## src/rtl/ternary_serial_decoder.sv

```systemverilog
// Serial balanced-trit to signed binary decoder, MSB trit first, valid/ready on both sides.
// Optional illegal-code flagging is enabled by defining TERNARY_DEC_ERRCHK_EN.
module ternary_serial_decoder #(
  parameter int TRITS = 6,
  parameter int OUT_W = 10
) (
  input  logic             clk,
  input  logic             rst,
  input  logic [1:0]       in_trit,
  input  logic             in_valid,
  output logic             in_ready,
  output logic [OUT_W-1:0] out_data,
  output logic             out_valid,
  input  logic             out_ready,
  output logic             out_err
);

  localparam int CNT_W = $clog2(TRITS);
  localparam logic [CNT_W-1:0] LAST_CNT = CNT_W'(TRITS - 1);

  typedef enum logic {S_ACC, S_OUT} state_t;

  state_t           r_state;
  state_t           w_state_next;
  logic [OUT_W-1:0] r_acc;
  logic [CNT_W-1:0] r_cnt;
  logic [OUT_W-1:0] r_out_data;
  logic             r_out_valid;
  logic [OUT_W-1:0] w_trit;
  logic [OUT_W-1:0] w_acc_next;
  logic             w_accept;
  logic             w_last;
  logic             w_done;

  assign in_ready  = (r_state == S_ACC);
  assign out_valid = r_out_valid;
  assign out_data  = r_out_data;

  assign w_accept = in_valid && (r_state == S_ACC);
  assign w_last   = w_accept && (r_cnt == LAST_CNT);
  assign w_done   = (r_state == S_OUT) && out_ready;

  // Illegal code 2'b11 contributes zero in both builds.
  always_comb begin
    w_trit = '0;
    case (in_trit)
      2'b00:   w_trit = '1;
      2'b10:   w_trit = OUT_W'(1);
      default: w_trit = '0;
    endcase
  end

  assign w_acc_next = (r_acc << 1) + r_acc + w_trit;

  always_ff @(posedge clk) begin
    if (rst) r_state <= S_ACC;
    else     r_state <= w_state_next;
  end

  always_comb begin
    w_state_next = r_state;
    case (r_state)
      S_ACC:   if (w_last) w_state_next = S_OUT;
      S_OUT:   if (w_done) w_state_next = S_ACC;
      default: w_state_next = S_ACC;
    endcase
  end

  always_ff @(posedge clk) begin
    if (rst) begin
      r_acc       <= '0;
      r_cnt       <= '0;
      r_out_data  <= '0;
      r_out_valid <= 1'b0;
    end else if (w_done) begin
      r_acc       <= '0;
      r_cnt       <= '0;
      r_out_valid <= 1'b0;
    end else if (w_accept) begin
      r_acc <= w_acc_next;
      r_cnt <= r_cnt + CNT_W'(1);
      if (w_last) begin
        r_out_data  <= w_acc_next;
        r_out_valid <= 1'b1;
      end
    end
  end

`ifdef TERNARY_DEC_ERRCHK_EN
  logic w_illegal;
  logic r_err_flag;
  logic r_out_err;

  assign w_illegal = (in_trit == 2'b11);
  assign out_err   = r_out_err;

  always_ff @(posedge clk) begin
    if (rst) begin
      r_err_flag <= 1'b0;
      r_out_err  <= 1'b0;
    end else if (w_done) begin
      r_err_flag <= 1'b0;
    end else if (w_accept) begin
      r_err_flag <= r_err_flag | w_illegal;
      if (w_last) r_out_err <= r_err_flag | w_illegal;
    end
  end
`else
  assign out_err = 1'b0;
`endif

endmodule

```

## config.mk

```make
export PLATFORM = sky130hd
export DESIGN_NAME = ternary_serial_decoder
export DESIGN_NICKNAME = d
export VERILOG_FILES = /design/src/rtl/ternary_serial_decoder.sv
export SDC_FILE = /design/constraint.sdc
export NUM_CORES = 1
export LEC_CHECK = 0
export CAP_MARGIN = 20
export CORE_MARGIN = 2
export CORE_UTILIZATION = 59
export DETAILED_ROUTE_END_ITERATION = 8
export GPL_ROUTABILITY_DRIVEN = 0
export PLACE_DENSITY = 0.84
export SETUP_SLACK_MARGIN = 0.15
export SLEW_MARGIN = 20
export SYNTH_ARGS = -nofsm -noshare
export SYNTH_HDL_FRONTEND = slang
export SYNTH_SLANG_ARGS = --single-unit
export TNS_END_PERCENT = 30
```

## constraint.sdc

```tcl
create_clock -name clk -period 6.2 [get_ports clk]
set_input_delay 1.24 -clock clk [delete_from_list [all_inputs] [get_ports clk]]
set_output_delay 1.24 -clock clk [all_outputs]
set_load 0.01 [all_outputs]
```

==> out/qor.yml, run 1 <==
synth_common_cells: "dfxtp_1, nand2_1, a21oi_1, ha_1, nor2_1"
worstPathArrival_ns: 4.59
yosys.cell_count.top_type: "dfxtp_1"
areaGrowthSynthToFinish_pct: 11.91
peakVddDrop_uv: 229.1
num_rows: 18
grt_pass1_wl_um: 5416
firstDrtPassIters: 4
critPathLaunchType: "input pin"
status: "finished clean"
grt_pass1_vias: 1231
async_flop_share: 0
drt_drc_violations_left: 0
antenna_found_initial: 0
cts.hold.buffers_added: 0
final_area_um2: 1752
via_per_inst: 5.728
drt_iter0_drc: 40
final_max_slew_viol_count: 0
startpoint: "in_trit[0]"
final_core_util: 0.7007
seq_area_frac_synth: 0.3197
cts_root_buf: "clkbuf_4"
start_util: 0.6261
hold_depth: 2
grt_use_total: 0.2158
synth_top_cell_by_area: "dfxtp_1"
synth_area_leaders: "dfxtp_1, fa_1, ha_1"
synth_ff_type: "dfxtp_1"
cp.required_ns: 6.47
ios: 19
wl_per_cell_um: 14.19
yosys_warnings: 0
clk_pin_slew_ns: 0.13
netlist_instances: 176
setup_violations: 0
grt_max_degree: 18
drv_cap: 0
clock_latency_ns: 0.32
syn-num-nets: 202
dp_hpwl_um: 2454
grt-ovfl-total: 0
cts_resized: 0
synth.cell_area_um2: 1565
hold-worst-slack_ns: 0.4624
ff2ff_path_depth: 10
r2r_slack_ns: 3.53
drive_above_1_share: 0.04813
min_path_type: "reg2reg"
worstSetupPathType: "in2reg"
fin_skew_ns: 0.002523
fin_crit_ns: 4.319
grt_setup_unrepaired: "no"
placed_area_um2: 1723
endpoint_kind: "register"
power_density_nw_per_um2: 304.7
vias: 1243
h-tree-depth: 1
min_to: "out_data[0]"
final_antenna_net_count: 0
cts_buffers: 3
tightest_slew_ns: 0.8777
total_power_mw: 0.5338
avgSynthCellArea_um2: 8.893
post_cts_buffers: 0
clockBufferDepth: 2
path_max_fanout: 9
pre_cts_ws_ns: 1.552
regToRegStartpoint: "r_acc[1]"
die_w_um: 55.51
insertedDiodeCount: 0
yosysUniqueCellTypes: 41
min_period_over_period: 0.6966
num-nets-final: 214
synth_edf_count: 0
drt-total-wl_um: 3079
power.leakage_nw: 0.7475
finalHoldViolCount: 0
fmax_mhz: 231.5
layout_setup_ws_ns: 1.881
worstHoldStart: "out_data[0]"
dieArea_um2: 3081
place_inst: 213
synth_top_area_share: 0.3197
ys_seq_elements: 25
tns_ns: 0
n_fill_cell: 202
cts_tree: "done"
rr_endpoint: "out_data[7]"
clkSinkCount: 25
die_y_um: 55.51
port-buffer-count: 17
relSlewSlack: 0.4127
stdcell_count: 217
coreArea_um2: 2500
[layout make-up]
| type | instances | area, um2 | share of cell area |
|---|---|---|---|
| Multi-Input combinational cell | 133 | 987.2 | 0.5636 |
| Sequential cell | 25 | 500.5 | 0.2857 |
| Timing Repair Buffer | 17 | 170.2 | 0.09714 |
| Tap cell | 30 | 37.54 | 0.02143 |
| Inverter | 8 | 30.03 | 0.01714 |
| Clock buffer | 4 | 26.28 | 0.01500 |
[critical path, stage by stage]
cell	delay, ns
clkdlybuf4s50_1	0.42
nor2_1	0.67
inv_1	0.13
fa_1	0.51
inv_1	0.04
ha_1	0.23
fa_1	0.42
nand3_1	0.15
a21boi_1	0.08
o22a_1	0.24
nor4b_1	0.31
a211o_1	0.15
[power breakdown]
part | internal [mW] | total, mW | leakage (nW) | switching, mW
sequential | 0.180 | 0.204 | 0.204 | 0.0243
clock | 0.0252 | 0.0719 | 0.0150 | 0.0467
combinational | 0.111 | 0.257 | 0.529 | 0.147
total | 0.316 | 0.534 | 0.748 | 0.218
[logic make-up (layout without fill, tap and decap cells)]
| kind of cell | Yosys count | count (layout) | synth area share |
|---|---|---|---|
| multiplexers | 1 | 1 | 0.006395 |
| AO/OA/AOI/OAI | 41 | 41 | 0.1711 |
| other | 1 | 1 | 0.002396 |
| flip-flops | 25 | 25 | 0.3197 |
| AND/OR/NAND/NOR | 61 | 61 | 0.1959 |
| XOR/XNOR | 9 | 9 | 0.05036 |
| adder cells (fa/ha/maj) | 20 | 20 | 0.2030 |
| buffers and inverters | 18 | 29 | 0.05115 |
[flip-flops by register name, indices dropped and copies added (netlist names)]
name / count
out_data: 10
r_state: 1
r_cnt: 3
out_valid: 1
r_acc: 10
[placed cells by master, fill, tap and decap left out, drive strengths merged]
master	n
nor3b	1
nor2	11
clkbuf	4
nand4	2
or2	1
nor2b	1
nand2b	3
ha	11
a211oi	7
nand3	8
o21bai	1
fa	9
a21o	6
nand4b	1
o21ai	7
and2	2
a211o	1
inv	8
nand3b	1
or4	2
o211ai	1
mux2i	1
nor4b	1
nand2	22
and3	1
o21a	2
nor3	3
or2b	1
xnor2	5
a21boi	1
o22a	1
dfxtp	25
clkdlybuf4s50	17
conb	1
xor2	4
a21oi	14
[worst max-delay path by stage]
| stage | slack (ns) | depth (start not counted) | to |
|---|---|---|---|
| detailed placement | 1.55 | 12 | out_data[7] |
| floorplan | 2.35 | 11 | out_data[7] |
| global route | 1.70 | 12 | out_data[7] |
| finish | 1.88 | 12 | out_data[7] |
| CTS | 1.88 | 12 | out_data[7] |
| global placement | 1.73 | 12 | r_acc[9] |
[routing by layer]
| metal | track usage | share of wire | vias up |
|---|---|---|---|
| li1 | - | - | 622 |
| met1 | 0.2589 | 0.42 | 598 |
| met4 | 0.02787 | 0 | 0 |
| met3 | 0.05621 | 0.035 | 0 |
| met2 | 0.3946 | 0.55 | 23 |
| met5 | 0 | 0 | - |
Power figures use the tool's default switching activity.
==> run 2: changes to the inputs <==
CORE_UTILIZATION = 55   (was 59)
PLACE_DENSITY = 0.79   (was 0.84)
clock period = 4.26 ns   (was 6.2 ns; I/O delays follow)
==> run 2 against run 1 <==
Compared with the run above:
- die area grew 6.7%
- sequential power rose by 46%
- non-clock buffer count is 2 higher
- highest routed layer is now met4
==> out/qor.yml, run 2 (same netlist as run 1, synthesis figures left out) <==
final_max_slew_viol_count: 0  # unchanged
drive_above_1_share: 0.05820  # +0.01007
hold_depth: 2  # unchanged
drv_cap: 0  # unchanged
final_cell_mix: "dfxtp_1, nand2_1, clkdlybuf4s50_1, a21oi_1"
critPathLaunchType: "input pin"
drt-total-wl_um: 3219  # +4.5%
final_core_util: 0.6471  # -0.05356
drt_drc_violations_left: 0  # unchanged
ff2ff_path_depth: 10  # unchanged
dieArea_um2: 3288  # +6.7%
power_density_nw_per_um2: 447.3  # +47%
cts.hold.buffers_added: 0  # unchanged
coreArea_um2: 2734  # +9.4%
vias: 1255  # +0.97%
clock_latency_ns: 0.33  # about the same
regArea_um2: 500.5  # unchanged
min_period_over_period: 0.7835
stdcell_count: 220  # +1.4%
final_area_um2: 1769  # +1.0%
endpoint_kind: "register"
worstPathArrival_ns: 3.55  # -1.04 ns
die_w_um: 57.35  # +3.3%
clkSinkCount: 25  # unchanged
r2r_slack_ns: 1.59  # -1.94 ns
relSlewSlack: 0.6078  # +0.1950
antenna_found_initial: 0  # unchanged
path_cells: "clkdlybuf4s50_1, nor2_1, inv_1, fa_1, inv_1, ha_1, fa_1, nand3_1, a21oi_1, a211oi_2, xor2_1, a211oi_1"
fmax_mhz: 299.6
grt_use_total: 0.2132  # -0.002525
status: "finished clean"
placed_area_um2: 1739  # +0.94%
grt_setup_unrepaired: "no"
finalHoldViolCount: 0  # unchanged
firstDrtPassIters: 4  # unchanged
rr_endpoint: "out_data[9]"
min_to: "out_data[1]"
place_inst: 216  # +1.4%
fin_skew_ns: 0.002412  # -0.0001116 ns
wl_per_cell_um: 14.63  # +3.1%
grt-ovfl-total: 0  # unchanged
multi_input_area_um2: 984.7  # -0.25%
num-nets-final: 216  # +0.93%
tightest_slew_ns: 0.5883  # -0.2893 ns
drt_iter0_drc: 48  # +20%
path_max_fanout: 3  # -6
cts_root_buf: "clkbuf_4"
dp_hpwl_um: 2520  # +2.7%
num_rows: 19  # +1
fin_crit_ns: 3.338
grt_pass1_wl_um: 5416  # unchanged
die_y_um: 57.35  # +3.3%
ios: 19  # unchanged
min_path_type: "reg2reg"
cts_buffers: 3  # unchanged
setup_violations: 0  # unchanged
slowest_delay_ns: 0.47  # -0.20 ns
clk_pin_slew_ns: 0.15  # +0.02 ns
clockBufferDepth: 2  # unchanged
n_fill_cell: 237  # +17%
via_per_inst: 5.705  # -0.41%
final_antenna_net_count: 0  # unchanged
peakVddDrop_uv: 388.6  # +70%
tns_ns: 0  # unchanged
post_cts_buffers: 0  # unchanged
port-buffer-count: 17  # unchanged
startpoint: "in_trit[0]"
grt_pass1_vias: 1251  # +1.6%
start_util: 0.5725  # -0.05359
cts_resized: 0  # unchanged
cts_tree: "done"
worstHoldStart: "out_data[1]"
cp.required_ns: 4.47  # -2.00 ns
areaGrowthSynthToFinish_pct: 13.03
power.leakage_nw: 0.7553  # +1.0%
final_common_cell: "dfxtp_1"
regToRegStartpoint: "r_acc[1]"
worstSetupPathType: "in2reg"
slowest_stage: "fa_1"
h-tree-depth: 1  # unchanged
grt_max_degree: 18  # unchanged
total_power_mw: 0.7913  # +48%
insertedDiodeCount: 0  # unchanged
==> run 2: changes by cell type in the layout (fill, tap and decap cells not counted) <==
cell        change
buf_4           +2
nor2b_2         -1
nor2b_1         +1
clkinvlp_4      +1
clkbuf_1        -1
==> run 2: power by group <==
group / total (mW) / internal [mW] / switching [mW]
logic: 0.377 / 0.161 / 0.216
registers: 0.298 / 0.262 / 0.0356
clock network: 0.117 / 0.0360 / 0.0809
==> run 2: worst max path at each step <==
| stage | to | slack [ns] | depth (start not counted) |
|---|---|---|---|
| floorplan | out_data[7] | 0.80 | 11 |
| global route | out_data[9] | 0.77 | 12 |
| global placement | out_data[9] | 0.64 | 12 |
| detailed placement | out_data[9] | 0.54 | 12 |
| finish | out_data[9] | 0.92 | 12 |
| CTS | out_data[9] | 0.89 | 12 |
==> run 2: cell type report <==
class | count | area share
multi-input cells | 133 | 0.5566
flip-flops and latches | 25 | 0.2829
repair buffers | 19 | 0.1047
well taps | 31 | 0.02192
inverters | 8 | 0.01697
clock buffers | 3 | 0.01273
clock inverters | 1 | 0.004243
==> run 2: through the flow <==
stage          worst slack, ns  hold slack (ns)
5_1_grt                 0.7725           0.4978
4_1_cts                 0.8930           0.4723
2_1_floorplan           0.7959           0.4530
3_3_place_gp            0.6418           0.4449
3_5_place_dp            0.5442           0.4531
6_report                0.9225           0.4657
==> run 2: layer usage <==
layer,up-vias,track usage,share of wire
li1,629,-,-
met1,590,0.2435,0.41
met2,27,0.3815,0.53
met3,9,0.03175,0.038
met4,0,0.1096,0.030
met5,-,0,0
==> run 2: critical path: cells and delay by family <==
| kind | cells | cell delay, ns |
|---|---|---|
| and+or+nand+nor | 2 | 0.32 |
| adders and majority gates | 3 | 1.14 |
| xor gates and xnor gates | 1 | 0.25 |
| buffers and inverters | 3 | 0.54 |
| AOI/OAI and AO/OA | 3 | 0.43 |
